File: config.mk
export PLATFORM = sky130hd
export DESIGN_NAME = alu_stage
export DESIGN_NICKNAME = d
export VERILOG_FILES = /design/src/rtl/alu_stage.sv
export SDC_FILE = /design/constraint.sdc
export NUM_CORES = 1
export LEC_CHECK = 0
export ABC_AREA = 1
export CAP_MARGIN = 0
export CORE_ASPECT_RATIO = 1.5
export CORE_MARGIN = 4
export CORE_UTILIZATION = 37
export DETAILED_ROUTE_END_ITERATION = 8
export GPL_ROUTABILITY_DRIVEN = 0
export GPL_TIMING_DRIVEN = 0
export HOLD_SLACK_MARGIN = 0.03
export MAX_ROUTING_LAYER = met4
export PLACE_DENSITY_LB_ADDON = 0.2
export SYNTH_ARGS = -nofsm -noshare
export SYNTH_HDL_FRONTEND = slang
export SYNTH_SLANG_ARGS = --single-unit
File: constraint.sdc
create_clock -name clk -period 2.99 [get_ports clk]
set_clock_uncertainty 0.15 [all_clocks]
set_input_delay 0.4485 -clock clk [delete_from_list [all_inputs] [get_ports clk]]
set_output_delay 0.4485 -clock clk [all_outputs]
set_load 0.005 [all_outputs]
File: src/rtl/alu_stage.sv
// ARM execute stage: data-processing, load/store address and branch-target arithmetic,
// NZCV ownership and a one-entry output buffer. Condition evaluation is built only with ALU_STAGE_COND_EN.
module alu_stage (
    input  logic        clk,
    input  logic        rst_n,
    input  logic        in_valid,
    output logic        in_ready,
    input  logic [31:0] ir,
    input  logic [31:0] rn,
    input  logic [31:0] shifter_op,
    input  logic        shifter_c,
    output logic        c_flag,
    output logic [3:0]  flags,
    output logic        out_valid,
    input  logic        out_ready,
    output logic [31:0] result,
    output logic [3:0]  rd,
    output logic        wr_en,
    output logic        mem_en,
    output logic        branch_en
);
    logic [3:0]  nzcv;
    logic [3:0]  opc;
    logic        accept, cond_pass, is_dp, is_ls, is_br, is_test, is_logic, upd_flags;
    logic [31:0] add_a, add_b, logic_res, alu_res, next_res;
    logic        add_cin;
    logic [32:0] sum;
    logic [3:0]  next_nzcv;
    logic        unused_bits;

    assign opc      = ir[24:21];
    assign in_ready = !out_valid || out_ready;
    assign accept   = in_valid && in_ready;
    assign flags    = nzcv;
    assign c_flag   = nzcv[1];
    assign is_dp    = (ir[27:26] == 2'b00);
    assign is_ls    = (ir[27:26] == 2'b01);
    assign is_br    = (ir[27:25] == 3'b101);
    assign is_test  = (opc[3:2] == 2'b10);

`ifdef ALU_STAGE_COND_EN
    assign unused_bits = ^{ir[19:16], ir[11:0]};

    always_comb begin
        cond_pass = 1'b0;
        case (ir[31:28])
            4'h0: cond_pass = nzcv[2];
            4'h1: cond_pass = !nzcv[2];
            4'h2: cond_pass = nzcv[1];
            4'h3: cond_pass = !nzcv[1];
            4'h4: cond_pass = nzcv[3];
            4'h5: cond_pass = !nzcv[3];
            4'h6: cond_pass = nzcv[0];
            4'h7: cond_pass = !nzcv[0];
            4'h8: cond_pass = nzcv[1] && !nzcv[2];
            4'h9: cond_pass = !nzcv[1] || nzcv[2];
            4'hA: cond_pass = (nzcv[3] == nzcv[0]);
            4'hB: cond_pass = (nzcv[3] != nzcv[0]);
            4'hC: cond_pass = !nzcv[2] && (nzcv[3] == nzcv[0]);
            4'hD: cond_pass = nzcv[2] || (nzcv[3] != nzcv[0]);
            4'hE: cond_pass = 1'b1;
            default: cond_pass = 1'b0;
        endcase
    end
`else
    assign unused_bits = ^{ir[31:28], ir[19:16], ir[11:0]};
    assign cond_pass   = 1'b1;
`endif

    always_comb begin
        is_logic = 1'b0;
        case (opc)
            4'h0, 4'h1, 4'h8, 4'h9, 4'hC, 4'hD, 4'hE, 4'hF: is_logic = 1'b1;
            default: is_logic = 1'b0;
        endcase
    end

    // Every subtract goes through the single adder as a + ~b + cin.
    always_comb begin
        add_a   = rn;
        add_b   = shifter_op;
        add_cin = 1'b0;
        if (is_ls) begin
            add_b   = ir[23] ? shifter_op : ~shifter_op;
            add_cin = !ir[23];
        end else if (is_dp) begin
            case (opc)
                4'h2, 4'hA: begin add_b = ~shifter_op; add_cin = 1'b1; end
                4'h3:       begin add_a = ~rn; add_cin = 1'b1; end
                4'h5:       add_cin = nzcv[1];
                4'h6:       begin add_b = ~shifter_op; add_cin = nzcv[1]; end
                4'h7:       begin add_a = ~rn; add_cin = nzcv[1]; end
                default:    add_cin = 1'b0;
            endcase
        end
    end

    assign sum = {1'b0, add_a} + {1'b0, add_b} + {32'd0, add_cin};

    always_comb begin
        logic_res = rn & shifter_op;
        case (opc)
            4'h1, 4'h9: logic_res = rn ^ shifter_op;
            4'hC:       logic_res = rn | shifter_op;
            4'hD:       logic_res = shifter_op;
            4'hE:       logic_res = rn & ~shifter_op;
            4'hF:       logic_res = ~shifter_op;
            default:    logic_res = rn & shifter_op;
        endcase
    end

    assign alu_res  = is_logic ? logic_res : sum[31:0];
    assign next_res = is_dp ? alu_res : ((is_ls || is_br) ? sum[31:0] : 32'd0);

    assign next_nzcv[3] = alu_res[31];
    assign next_nzcv[2] = (alu_res == 32'd0);
    assign next_nzcv[1] = is_logic ? shifter_c : sum[32];
    assign next_nzcv[0] = is_logic ? nzcv[0]
                        : ((add_a[31] == add_b[31]) && (sum[31] != add_a[31]));

    assign upd_flags = accept && cond_pass && is_dp && (ir[20] || is_test);

    always_ff @(posedge clk or negedge rst_n) begin
        if (!rst_n)
            nzcv <= 4'b0000;
        else if (upd_flags)
            nzcv <= next_nzcv;
    end

    always_ff @(posedge clk or negedge rst_n) begin
        if (!rst_n) begin
            out_valid <= 1'b0;
            result    <= 32'd0;
            rd        <= 4'd0;
            wr_en     <= 1'b0;
            mem_en    <= 1'b0;
            branch_en <= 1'b0;
        end else if (accept) begin
            out_valid <= 1'b1;
            result    <= next_res;
            rd        <= ir[15:12];
            wr_en     <= cond_pass && is_dp && !is_test;
            mem_en    <= cond_pass && is_ls;
            branch_en <= cond_pass && is_br;
        end else if (out_ready) begin
            out_valid <= 1'b0;
        end
    end
endmodule

==> impl_summary.txt, run 1 <==
----------------------------------------------------
[Clocking]
  Clock sink total ... 44
  Clock input transition at the sequential cells of the worst setup and hold paths ... 0.06 ns
  Number of CTS-inserted buffers ... 5
  CTS H-tree lvls ... 2
  Clock tree from TritonCTS ... done
  Skew-Pair Late Insertion Delay ... 0.28 ns
  Root cell of the clock tree ... sky130_fd_sc_hd__clkbuf_16
  Maximum buffer depth of the clock tree ... 2

[Placed design]
  Dpl cell area ... 9276 um2
  Placed wire-length estimate ... 23.85 mm
  Count of port buffers added during placement ... 125

[STA]
  Total negative setup slack ... -1.833 ns
  Clock period minus worst slack ... 3.341 ns
  Portion of the clock cycle consumed by the worst path in the final layout ... 111.7%
  Slew at the pin closest to its max-slew limit ... 0.8910 ns
  Worst hold margin ... 0.02096 ns
  Final setup violation count ... 14
  Final hold violation count ... 0
  Worst setup slack after layout ... -0.3512 ns
  Unrepaired setup endpoints after global routing ... true
  Count of pins over their slew limit ... 0
  Worst max-slew margin expressed relative to the limit ... 39.84%
  Achievable frequency ... 299.3 MHz

[GRT]
  Number of antenna violations at the first check in global routing ... 0
  Via count of the first global-routing pass ... 8980
  Wire length of the first global-routing pass ... 45.15 mm
  Pin count of the biggest net entering global routing ... 25
  Remaining global-route overflow ... 0
  Global router's overall resource usage ... 24.88%

[Worst setup path]
  Highest cell delay on the worst timing path ... 0.39 ns
  CP arrival ... 3.41 ns
  Crit start category ... input pin
  Crit path cell chain ... buf_4, nand2_1, inv_1, nand3_4, buf_6, xor2_1, fa_2, fa_2, inv_2, nand3_2, nand3_4, nand3_4, nand3_4, nand2_2, nand2_2, nand2_2, nand3_2, nand2_4, nor2_1, nand3_1, nor2_1, nand2_1, nand2_1
  Required time of the critical path ... 3.06 ns
  Reg-to-reg critical path startpoint ... flags[1]
  Buf/Inv on CP ... 4
  Start point of the critical path ... ir[21]
  Slowest cell on the critical path ... sky130_fd_sc_hd__fa_2
  Cell mode on critical path ... sky130_fd_sc_hd__nand3_4
  Biggest fanout along the worst timing path ... 10
  Crit-path leading delay family ... simple AND/OR/NAND/NOR gates
  Nature of the critical path endpoint ... flop
  Crit path kind ... input pin to flop

[Yosys]
  Fraction of synthesized area in multiplexers ... 0%
  Register bit count reported by yosys ... 44
  Number of flops mapped to enable cells by yosys ... 0
  Share of the synthesized netlist area taken by xor and xnor gates ... 8.038%
  Synth unique cells ... 39
  Synth async-reset ratio ... 100.0%
  Post-synth design cell area ... 7627 um2
  Post-synthesis area per instance ... 5.604 um2
  Most frequently used flop master after synthesis ... sky130_fd_sc_hd__dfrtp_1
  Portion of the post-synthesis area used by sequential elements ... 14.44%
  Adder and majority gate portion of the synthesized area ... 10.86%
  Synthesized-area fraction occupied by ao, oa, aoi and oai cells ... 11.37%
  Count of mapped cells out of synthesis ... 1361
  Combinational family with the most area after synthesis ... simple AND/OR/NAND/NOR gates
  Post-synthesis simple-gate area fraction ... 40.98%
  Number of nets in the synthesized netlist ... 1527
  Warning count from the yosys run ... 0

[Status]
  Failing checks ... negative setup slack
  Run status ... complete, but fails checks

[Power and ir drop]
  Cell Pwr Density ... 365.8 nW/um2
  Proportion of power drawn by combinational gates ... 66.6%
  VDD IR max ... 0.2587 mV
  Fraction of power consumed by the clock network ... 13.9%
  Sequential fraction of design power ... 19.5%
  Net Switching ... 0.001804 W
  Internal power contribution ... 0.002187 W
  Switching share of power ... 45.19%
  Leakage power total ... 5.519 nW

[Final layout]
  Area added between synthesis and finish ... 43.03%
  Multi-input combinational cell area ... 6442 um2
  Nets@finish ... 1710
  Final Instance Area ... 10910 um2
  Share of layout cells above drive strength 1 ... 18.90%
  Most common cell after layout, fill and taps aside ... sky130_fd_sc_hd__nand2_1
  Number of fill cells ... 2076
  Top library cells by usage in the layout, fill and taps aside ... sky130_fd_sc_hd__nand2_1 (399), sky130_fd_sc_hd__inv_1 (220), sky130_fd_sc_hd__clkdlybuf4s50_1 (119)
  Sequential cell area ... 1101 um2

[Routing]
  Wire length per cell ... 16.26 um
  Post-detailed-route DRC marker count ... 0
  Routed Antenna Nets ... 0
  Routed wire length ... 29.44 mm
  Vias per inst ... 5.193
  1st-pass router iterations ... 5
  DR vias ... 9400
  Number of DRC violations after detailed-routing iteration 0 ... 663

[Die]
  Core area ... 20340 um2
  Io pins ... 147
  Area enclosed by the die boundary ... 23020 um2
  Number of core rows ... 64
  Initial Utilization ... 37.50%
  Die Y ... 183.8 um
  Die boundary width ... 125.2 um

[Hold path]
  Class of the worst hold path ... input pin to async pin

[Run]
  Max-capacitance violation count ... 0

----------------------------------------------------
worst register-to-register path: stages (launching register included):
cell and delay, ns:
sky130_fd_sc_hd__dfrtp_1 0.40, sky130_fd_sc_hd__inv_1 0.12, sky130_fd_sc_hd__nor3_1 0.07, sky130_fd_sc_hd__o31ai_1 0.45
sky130_fd_sc_hd__fa_2 0.34, sky130_fd_sc_hd__fa_2 0.22, sky130_fd_sc_hd__inv_2 0.06, sky130_fd_sc_hd__nand3_2 0.08
sky130_fd_sc_hd__nand3_4 0.11, sky130_fd_sc_hd__nand2_4 0.12, sky130_fd_sc_hd__nand2_4 0.08, sky130_fd_sc_hd__nand2_1 0.10
sky130_fd_sc_hd__nand3_2 0.08, sky130_fd_sc_hd__nand2_1 0.08, sky130_fd_sc_hd__nand2_1 0.05, sky130_fd_sc_hd__nor2_1 0.09
sky130_fd_sc_hd__nand2_1 0.09, sky130_fd_sc_hd__nor2_1 0.11, sky130_fd_sc_hd__nand3_1 0.11, sky130_fd_sc_hd__nor2_1 0.10
sky130_fd_sc_hd__nand2_1 0.08, sky130_fd_sc_hd__nand2_1 0.06
sequential cells by signal (all words and copies together), names as in the netlist:
| register | count |
|---|---|
| branch_en | 1 |
| flags | 4 |
| mem_en | 1 |
| out_valid | 1 |
| rd | 4 |
| result | 32 |
| wr_en | 1 |
logic make-up (layout without fill, tap and decap cells):
| group | count (synthesis) | count (layout) |
|---|---|---|
| adders and majority gates | 65 | 65 |
| and+or+nand+nor | 756 | 756 |
| DFF | 44 | 44 |
| AOI/OAI and AO/OA | 145 | 145 |
| buffers and inverters | 281 | 465 |
| xor gates and xnor gates | 70 | 70 |
| other | 0 | 1 |
area by class of cell:
type | count | share of cell area (%)
antenna | 1 | 0.02294
buffer | 47 | 2.512
clock buffer | 6 | 1.273
clock inverter | 2 | 0.09175
inverter | 233 | 8.132
multi-input combinational | 1036 | 59.06
sequential | 44 | 10.09
tap | 264 | 3.028
timing repair buffer | 177 | 15.79
synth_stat cells (7+ instances only):
| cell type | number | area share [%] |
|---|---|---|
| sky130_fd_sc_hd__ha_1 | 63 | 10 |
| sky130_fd_sc_hd__a21oi_1 | 24 | 1.6 |
| sky130_fd_sc_hd__nor2_1 | 102 | 5.0 |
| sky130_fd_sc_hd__nor3_1 | 7 | 0.46 |
| sky130_fd_sc_hd__dfrtp_1 | 44 | 14 |
| sky130_fd_sc_hd__nand2_1 | 476 | 23 |
| sky130_fd_sc_hd__nand3_1 | 131 | 8.6 |
| sky130_fd_sc_hd__o21ai_0 | 63 | 4.1 |
| sky130_fd_sc_hd__xor2_1 | 70 | 8.0 |
| sky130_fd_sc_hd__buf_2 | 19 | 1.2 |
| sky130_fd_sc_hd__inv_1 | 228 | 11 |
| sky130_fd_sc_hd__a31oi_1 | 16 | 1.3 |
| sky130_fd_sc_hd__clkbuf_1 | 18 | 0.89 |
| sky130_fd_sc_hd__o211ai_1 | 12 | 1.2 |
| sky130_fd_sc_hd__nand4_1 | 24 | 2.0 |
worst paths after layout:
check	end	slack [ns]	cells past startpoint
hold reg to reg	rd[2]	0.33	2
max in group asynchronous	result[26]	2.17	2
setup reg to reg	flags[2]	-0.22	21
hold / removal	mem_en	0.02	1
min in group clk	rd[2]	0.33	2
setup / recovery	flags[2]	-0.35	23
timing repair:
| item | CTS | global route |
|---|---|---|
| endpoints found under the setup margin | 36 | 31 |
| buffers inserted | 25 | 26 |
| gates resized for setup | 117 | 173 |
| pin swaps | 26 | 60 |
| hold buffers | 0 | 0 |
per-layer routing:
| metal | global-route usage, % | share of wire, % | up-vias |
|---|---|---|---|
| li1 | - | - | 4665 |
| met1 | 29.15 | 40 | 4306 |
| met2 | 43.07 | 50 | 339 |
| met3 | 1.831 | 4.8 | 90 |
| met4 | 12.24 | 4.8 | 0 |
| met5 | - | 0 | - |
power by group through the flow:
| stage | sequential (W) | combinational [W] | clock [W] |
|---|---|---|---|
| 2_1_floorplan | 0.000793 | 0.00124 | 0 |
| 3_3_place_gp | 0.000785 | 0.00205 | 0 |
| 5_1_grt | 0.000798 | 0.00292 | 0.000578 |
| 3_5_place_dp | 0.000791 | 0.00207 | 0 |
| 4_1_cts | 0.000781 | 0.00225 | 0.000560 |
| 6_report | 0.000778 | 0.00266 | 0.000553 |
through the flow:
| stage | power (W) | worst slack (ns) | instances | util [%] |
|---|---|---|---|---|
| floorplan | 0.002035 | -0.2227 | 1361 | - |
| global placement | 0.002835 | -2.069 | 1750 | 45.50 |
| detailed placement | 0.002865 | -2.068 | 1751 | 45.61 |
| CTS | 0.003595 | -0.2897 | 1783 | 49.00 |
| global route | 0.004292 | -0.4778 | 1809 | 53.62 |
| finish | 0.003991 | -0.3512 | 1810 | 53.64 |
(Power assumes the default switching activity.)
==> inputs of run 2 (changes only) <==
SETUP_SLACK_MARGIN = 0.1   (was default)
==> impl_summary.txt, run 2 (synthesis results as in run 1) <==
----------------------------------------------------
[Status]
  Run status ... complete, but fails checks
  Failing checks ... negative setup slack

[Worst setup path]
  Slowest cell on the critical path ... sky130_fd_sc_hd__fa_2
  Required time of the critical path ... 3.06 ns
  Highest cell delay on the worst timing path ... 0.37 ns
  Crit-path leading delay family ... simple AND/OR/NAND/NOR gates
  Biggest fanout along the worst timing path ... 5
  WP depth ... 23
  Buf/Inv on CP ... 4
  Cell mode on critical path ... sky130_fd_sc_hd__nand3_4
  End point of the critical path ... flags[2]
  Start point of the critical path ... ir[26]
  CP arrival ... 3.41 ns
  Crit start category ... input pin
  Nature of the critical path endpoint ... flop
  Crit path cell chain ... buf_12, a21oi_4, o211ai_1, buf_4, buf_12, xor2_2, fa_2, fa_2, inv_2, nand3_2, nand3_4, nand3_4, nand3_4, nand2_4, nand2_2, nand2_2, nand3_2, nand2_4, nor2_1, nand3_1, nor2_1, nand2_1, nand2_1
  Reg-to-reg critical path startpoint ... flags[1]
  Reg2Reg Depth ... 20
  Crit path kind ... input pin to flop
  Reg-to-reg critical path endpoint ... flags[2]
  Slack of the worst reg-to-reg path ... -0.16 ns

[Clocking]
  Number of CTS-inserted buffers ... 5
  Clock sink total ... 44
  Clock tree from TritonCTS ... done
  Root cell of the clock tree ... sky130_fd_sc_hd__clkbuf_16
  Skew-Pair Late Insertion Delay ... 0.29 ns
  CTS H-tree lvls ... 2
  Maximum buffer depth of the clock tree ... 2
  Clock input transition at the sequential cells of the worst setup and hold paths ... 0.06 ns

[Die]
  Number of core rows ... 64
  Die boundary width ... 125.2 um
  Area enclosed by the die boundary ... 23020 um2
  Initial Utilization ... 37.50%
  Die Y ... 183.8 um
  Core area ... 20340 um2
  Io pins ... 147

[Power and ir drop]
  Net Switching ... 0.001827 W
  Cell Pwr Density ... 371.9 nW/um2
  Overall power consumption ... 0.004084 W
  Internal power contribution ... 0.002258 W
  Proportion of power drawn by combinational gates ... 65.6%
  VDD IR max ... 0.2114 mV
  Switching share of power ... 44.73%
  Leakage power total ... 5.572 nW
  Sequential fraction of design power ... 19.1%
  Fraction of power consumed by the clock network ... 15.3%

[Final layout]
  Most common cell after layout, fill and taps aside ... sky130_fd_sc_hd__nand2_1
  Nets@finish ... 1709
  Sequential cell area ... 1101 um2
  Top library cells by usage in the layout, fill and taps aside ... sky130_fd_sc_hd__nand2_1 (387), sky130_fd_sc_hd__inv_1 (223), sky130_fd_sc_hd__clkdlybuf4s50_1 (119)
  Most flop-heavy register ... result
  Utilization after layout ... 53.99%
  Share of layout cells above drive strength 1 ... 19.75%
  Multi-input combinational cell area ... 6499 um2
  Area added between synthesis and finish ... 43.98%
  Final Instance Area ... 10980 um2
  Number of fill cells ... 2066
  Diode insertion count for antenna repair ... 0
  Max FFs per register ... 32

[Routing]
  Wire length per cell ... 16.28 um
  Vias per inst ... 5.204
  Routed Antenna Nets ... 0
  DR vias ... 9409
  Number of DRC violations after detailed-routing iteration 0 ... 594
  1st-pass router iterations ... 5
  Post-detailed-route DRC marker count ... 0
  Routed wire length ... 29.43 mm

[STA]
  Clock period minus worst slack ... 3.336 ns
  Worst hold margin ... 0.3298 ns
  Final hold violation count ... 0
  Worst setup slack after layout ... -0.3462 ns
  Achievable frequency ... 299.7 MHz
  Slew at the pin closest to its max-slew limit ... 0.6970 ns
  Portion of the clock cycle consumed by the worst path in the final layout ... 111.6%
  Unrepaired setup endpoints after global routing ... true
  Count of pins over their slew limit ... 0
  Worst max-slew margin expressed relative to the limit ... 52.94%
  Final setup violation count ... 19

[Placed design]
  Count of port buffers added during placement ... 125
  Dpl cell area ... 9274 um2
  Placed wire-length estimate ... 23.71 mm

[Run]
  Max-capacitance violation count ... 0

[GRT]
  Wire length of the first global-routing pass ... 45.51 mm
  Number of antenna violations at the first check in global routing ... 0
  Via count of the first global-routing pass ... 8974
  Pin count of the biggest net entering global routing ... 41
  Global router's overall resource usage ... 25.11%
  Remaining global-route overflow ... 0

[Hold path]
  Class of the worst hold path ... flop to flop

----------------------------------------------------
run 2: cell count changes in the layout (fill, tap and decap cells not counted), moves of 2 or more:
cell,delta
sky130_fd_sc_hd__inv_1,+3
sky130_fd_sc_hd__nand2_8,-2
sky130_fd_sc_hd__nor2_4,+2
sky130_fd_sc_hd__a21oi_2,+2
sky130_fd_sc_hd__buf_4,-5
sky130_fd_sc_hd__nand3_1,-5
sky130_fd_sc_hd__buf_8,+3
sky130_fd_sc_hd__nand3_2,+6
sky130_fd_sc_hd__nand2_2,+8
sky130_fd_sc_hd__nand2_1,-12
sky130_fd_sc_hd__nand2_4,+6
sky130_fd_sc_hd__inv_2,-3
run 2: how the worst min path moves through the flow:
stage,from,endpoint,slack [ns],cells after the start
detailed placement,rst_n,mem_en,0.13,1
global placement,rd[1],rd[1],0.31,2
global route,rd[1],rd[1],0.34,2
CTS,rd[0],rd[0],0.33,2
finish,rd[0],rd[0],0.33,2
floorplan,rst_n,branch_en,0.003,0
run 2: metal layers:
metal,vias up,wire length [um],track usage [%]
met3,85,1415,1.599
met2,343,14610,43.50
met5,-,0,-
li1,4667,-,-
met4,0,1296,11.81
met1,4314,12110,29.78
run 2: tightest hold or removal path, stage by stage (launching register included):
cell and delay [ns]:
sky130_fd_sc_hd__dfrtp_1 0.34, sky130_fd_sc_hd__nand2_1 0.05, sky130_fd_sc_hd__nand2_1 0.06
run 2: power groups by stage:
stage               logic [W]  registers, W  clock network, W
floorplan             0.00124      0.000793                 0
global placement      0.00204      0.000783                 0
detailed placement    0.00207      0.000790                 0
CTS                   0.00236      0.000782          0.000627
global route          0.00293      0.000796          0.000648
finish                0.00268      0.000781          0.000625
run 2: area by class of cell:
type                       count  area share [%]
buffer                        47           2.529
clock buffer                   5           1.139
clock inverter                 3          0.3874
inverter                     233           7.987
multi-input combinational   1036           59.18
sequential                    44           10.03
tap                          264           3.008
timing repair buffer         176           15.75
run 2: repair_timing:
item,CTS,global route
gates resized for setup,164,137
setup buffers,31,20
endpoints found under the setup margin,36,32
hold endpoints to repair,4,0
hold buffers,1,0
pin swaps,34,50
run 2: stage by stage:
step	setup slack, ns	setup TNS (ns)	cells
after floorplan	-0.2227	-0.8176	1361
after global placement	-1.878	-48.41	1750
after detailed placement	-1.904	-49.02	1751
after CTS	-0.2714	-1.228	1789
after global routing	-0.4900	-5.533	1808
final	-0.3462	-2.258	1808
==> inputs of run 3 (changes only) <==
ABC_AREA = default   (was 1)
==> impl_summary.txt, run 3 <==
----------------------------------------------------
[STA]
  Unrepaired setup endpoints after global routing ... true
  Worst hold margin ... 0.3189 ns
  Final setup violation count ... 35
  Portion of the clock cycle consumed by the worst path in the final layout ... 148.7%
  Worst max-slew margin expressed relative to the limit ... 26.46%
  Slew at the pin closest to its max-slew limit ... 1.092 ns
  Count of pins over their slew limit ... 0
  Total negative setup slack ... -31.17 ns
  Final hold violation count ... 0
  Achievable frequency ... 224.9 MHz
  Worst setup slack after layout ... -1.457 ns
  Clock period minus worst slack ... 4.447 ns

[Yosys]
  Post-synthesis area per instance ... 7.134 um2
  Synthesized-area fraction occupied by ao, oa, aoi and oai cells ... 34.83%
  Synth async-reset ratio ... 100.0%
  Number of nets in the synthesized netlist ... 1239
  Share of the synthesized netlist area taken by xor and xnor gates ... 11.44%
  Combinational family with the most area after synthesis ... compound AO/OA/AOI/OAI gates
  Fraction of synthesized area in multiplexers ... 0.5230%
  Synth unique cells ... 89
  Post-synthesis simple-gate area fraction ... 18.70%
  Leading area contributor after synthesis ... sky130_fd_sc_hd__dfrtp_1
  Warning count from the yosys run ... 0
  Register bit count reported by yosys ... 44
  Adder and majority gate portion of the synthesized area ... 10.82%
  Most common cell in the netlist ... sky130_fd_sc_hd__nand2_1
  Number of flops mapped to enable cells by yosys ... 0
  Top cells by area, synth ... sky130_fd_sc_hd__dfrtp_1 (14%), sky130_fd_sc_hd__ha_1 (10%), sky130_fd_sc_hd__xnor2_1 (9.0%), sky130_fd_sc_hd__a21oi_1 (6.6%), sky130_fd_sc_hd__o21ai_0 (6.4%)
  Count of mapped cells out of synthesis ... 1073
  Post-synth design cell area ... 7655 um2
  Commonest cells in the synthesized netlist ... sky130_fd_sc_hd__nand2_1 (108), sky130_fd_sc_hd__a21oi_1 (101), sky130_fd_sc_hd__o21ai_0 (98)
  Portion of synthesized cell area occupied by the leading cell type ... 14.38%
  Most frequently used flop master after synthesis ... sky130_fd_sc_hd__dfrtp_1
  Portion of the post-synthesis area used by sequential elements ... 14.38%

[Final layout]
  Share of layout cells above drive strength 1 ... 23.87%
  Diode insertion count for antenna repair ... 0
  Area added between synthesis and finish ... 48.69%
  Max FFs per register ... 32
  Final Instance Area ... 11380 um2
  Most common cell after layout, fill and taps aside ... sky130_fd_sc_hd__clkdlybuf4s50_1
  Number of fill cells ... 1904
  Nets@finish ... 1447
  Most flop-heavy register ... result
  Sequential cell area ... 1101 um2
  Multi-input combinational cell area ... 6844 um2
  Top library cells by usage in the layout, fill and taps aside ... sky130_fd_sc_hd__clkdlybuf4s50_1 (117), sky130_fd_sc_hd__nand2_1 (96), sky130_fd_sc_hd__inv_1 (77)

[Power and ir drop]
  Overall power consumption ... 0.004674 W
  VDD IR max ... 0.2209 mV
  Sequential fraction of design power ... 16.7%
  Cell Pwr Density ... 410.7 nW/um2
  Proportion of power drawn by combinational gates ... 70.1%
  Leakage power total ... 4.659 nW
  Fraction of power consumed by the clock network ... 13.2%
  Internal power contribution ... 0.002633 W
  Switching share of power ... 43.68%
  Net Switching ... 0.002041 W

[Routing]
  Routed Antenna Nets ... 0
  Post-detailed-route DRC marker count ... 0
  DR vias ... 9454
  Number of DRC violations after detailed-routing iteration 0 ... 897
  Vias per inst ... 6.115
  Routed wire length ... 34.91 mm
  Wire length per cell ... 22.58 um
  1st-pass router iterations ... 8

[Worst setup path]
  CP arrival ... 4.52 ns
  Crit path kind ... input pin to flop
  Nature of the critical path endpoint ... flop
  Crit start category ... input pin
  Slack of the worst reg-to-reg path ... -1.32 ns
  Required time of the critical path ... 3.07 ns
  Biggest fanout along the worst timing path ... 6

[Run]
  Max-capacitance violation count ... 0

[Clocking]
  Clock input transition at the sequential cells of the worst setup and hold paths ... 0.06 ns
  Clock sink total ... 44
  Clock tree from TritonCTS ... done
  Skew-Pair Late Insertion Delay ... 0.29 ns
  Maximum buffer depth of the clock tree ... 2
  Number of CTS-inserted buffers ... 5
  CTS H-tree lvls ... 2
  Root cell of the clock tree ... sky130_fd_sc_hd__clkbuf_16

[Placed design]
  Placed wire-length estimate ... 26.42 mm
  Count of port buffers added during placement ... 122
  Dpl cell area ... 9462 um2
  Worst setup slack after placement ... -3.268 ns

[GRT]
  Pin count of the biggest net entering global routing ... 41
  Met2 capacity usage during global routing ... 49.14%
  Most utilized layer in the global route result ... met2
  Met3 Resource Use GR ... 2.406%
  Number of antenna violations at the first check in global routing ... 0
  Global router's overall resource usage ... 29.31%
  Wire length of the first global-routing pass ... 51.80 mm
  Via count of the first global-routing pass ... 8953
  Met1 capacity usage during global routing ... 33.14%
  Remaining global-route overflow ... 0

[Die]
  Die Y ... 184.2 um
  Area enclosed by the die boundary ... 23100 um2
  Die boundary width ... 125.4 um
  Number of core rows ... 64
  Core area ... 20420 um2
  Initial Utilization ... 37.49%
  Io pins ... 147

[Status]
  Failing checks ... negative setup slack
  Run status ... complete, but fails checks

[Hold path]
  Class of the worst hold path ... flop to flop

----------------------------------------------------
==> run 3: changes by cell type in the layout (fill, tap and decap cells not counted), sizes merged, moves of 14 or more <==
cell,delta
buf,+50
nor2,-25
o21a,+14
a21oi,+78
nor3,+16
inv,-154
o21ai,+44
nand3,-109
xnor2,+79
a22oi,+14
xor2,-49
nand2,-368
==> run 3: routing by layer <==
layer  share of wire [%]  vias up
li1                    -     4321
met1                  36     4349
met2                  48      588
met3                 7.4      196
met4                 8.5        0
met5                   0        -
==> run 3: power groups by stage <==
stage	combinational [W]	clock [W]	sequential, W
floorplan	0.00151	0	0.000798
global route	0.00349	0.000640	0.000800
global placement	0.00240	0	0.000792
CTS	0.00286	0.000625	0.000785
finish	0.00327	0.000618	0.000782
detailed placement	0.00241	0	0.000796
==> run 3: kinds of logic after synthesis <==
| logic type | count (synthesis) |
|---|---|
| muxes | 4 |
| xor gates and xnor gates | 100 |
| buffers and inverters | 160 |
| DFF | 44 |
| and+or+nand+nor | 303 |
| AOI/OAI and AO/OA | 397 |
| adders and majority gates | 65 |
==> run 3: path summary, 6_finish.rpt <==
check                               start         to  cells past startpoint
worst max-delay path               ir[22]   flags[2]                     23
worst min-delay path            result[5]  result[5]                      2
worst max register to register   flags[1]   flags[2]                     18
worst min register to register  result[5]  result[5]                      2
max in group asynchronous           rst_n  result[4]                      3
min in group asynchronous           rst_n   flags[0]                      2
==> run 3: metrics by stage <==
| stage | std cells | utilization [%] |
|---|---|---|
| after floorplan | 1073 | - |
| after global placement | 1459 | 46.26 |
| after detailed placement | 1460 | 46.34 |
| after CTS | 1533 | 52.41 |
| after global routing | 1546 | 55.74 |
| final | 1546 | 55.74 |
==> run 3: critical path, stage by stage <==
cell	delay, ns
sky130_fd_sc_hd__buf_6	0.09
sky130_fd_sc_hd__buf_8	0.12
sky130_fd_sc_hd__buf_12	0.13
sky130_fd_sc_hd__buf_12	0.12
sky130_fd_sc_hd__clkbuf_16	0.15
sky130_fd_sc_hd__a21oi_4	0.15
sky130_fd_sc_hd__nor2_4	0.06
sky130_fd_sc_hd__nand2_4	0.11
sky130_fd_sc_hd__buf_12	0.13
sky130_fd_sc_hd__xnor2_4	0.07
sky130_fd_sc_hd__fa_2	0.40
sky130_fd_sc_hd__fa_2	0.38
sky130_fd_sc_hd__nand2b_4	0.17
sky130_fd_sc_hd__a211oi_4	0.24
sky130_fd_sc_hd__buf_6	0.18
sky130_fd_sc_hd__nor2_4	0.04
sky130_fd_sc_hd__xor2_2	0.17
sky130_fd_sc_hd__o22ai_1	0.08
sky130_fd_sc_hd__or2_4	0.27
sky130_fd_sc_hd__a2111o_1	0.43
sky130_fd_sc_hd__nor4_4	0.29
sky130_fd_sc_hd__nand4_1	0.17
sky130_fd_sc_hd__nand2_1	0.09
==> run 3: final cells by class <==
type                       instances  area share [%]
clock inverter                     2          0.3078
tap                              264           2.902
timing repair buffer             203           16.86
clock buffer                       6           1.132
multi-input combinational        869           60.13
sequential                        44           9.674
buffer                            79           6.387
inverter                          79           2.605
==> run 3: timing repair <==
action,in CTS,in global routing
endpoints found under the hold margin,4,0
endpoints found under the setup margin,36,36
pin swaps,62,68
buffers inserted,65,28
hold buffers,1,0
resized for setup,148,138
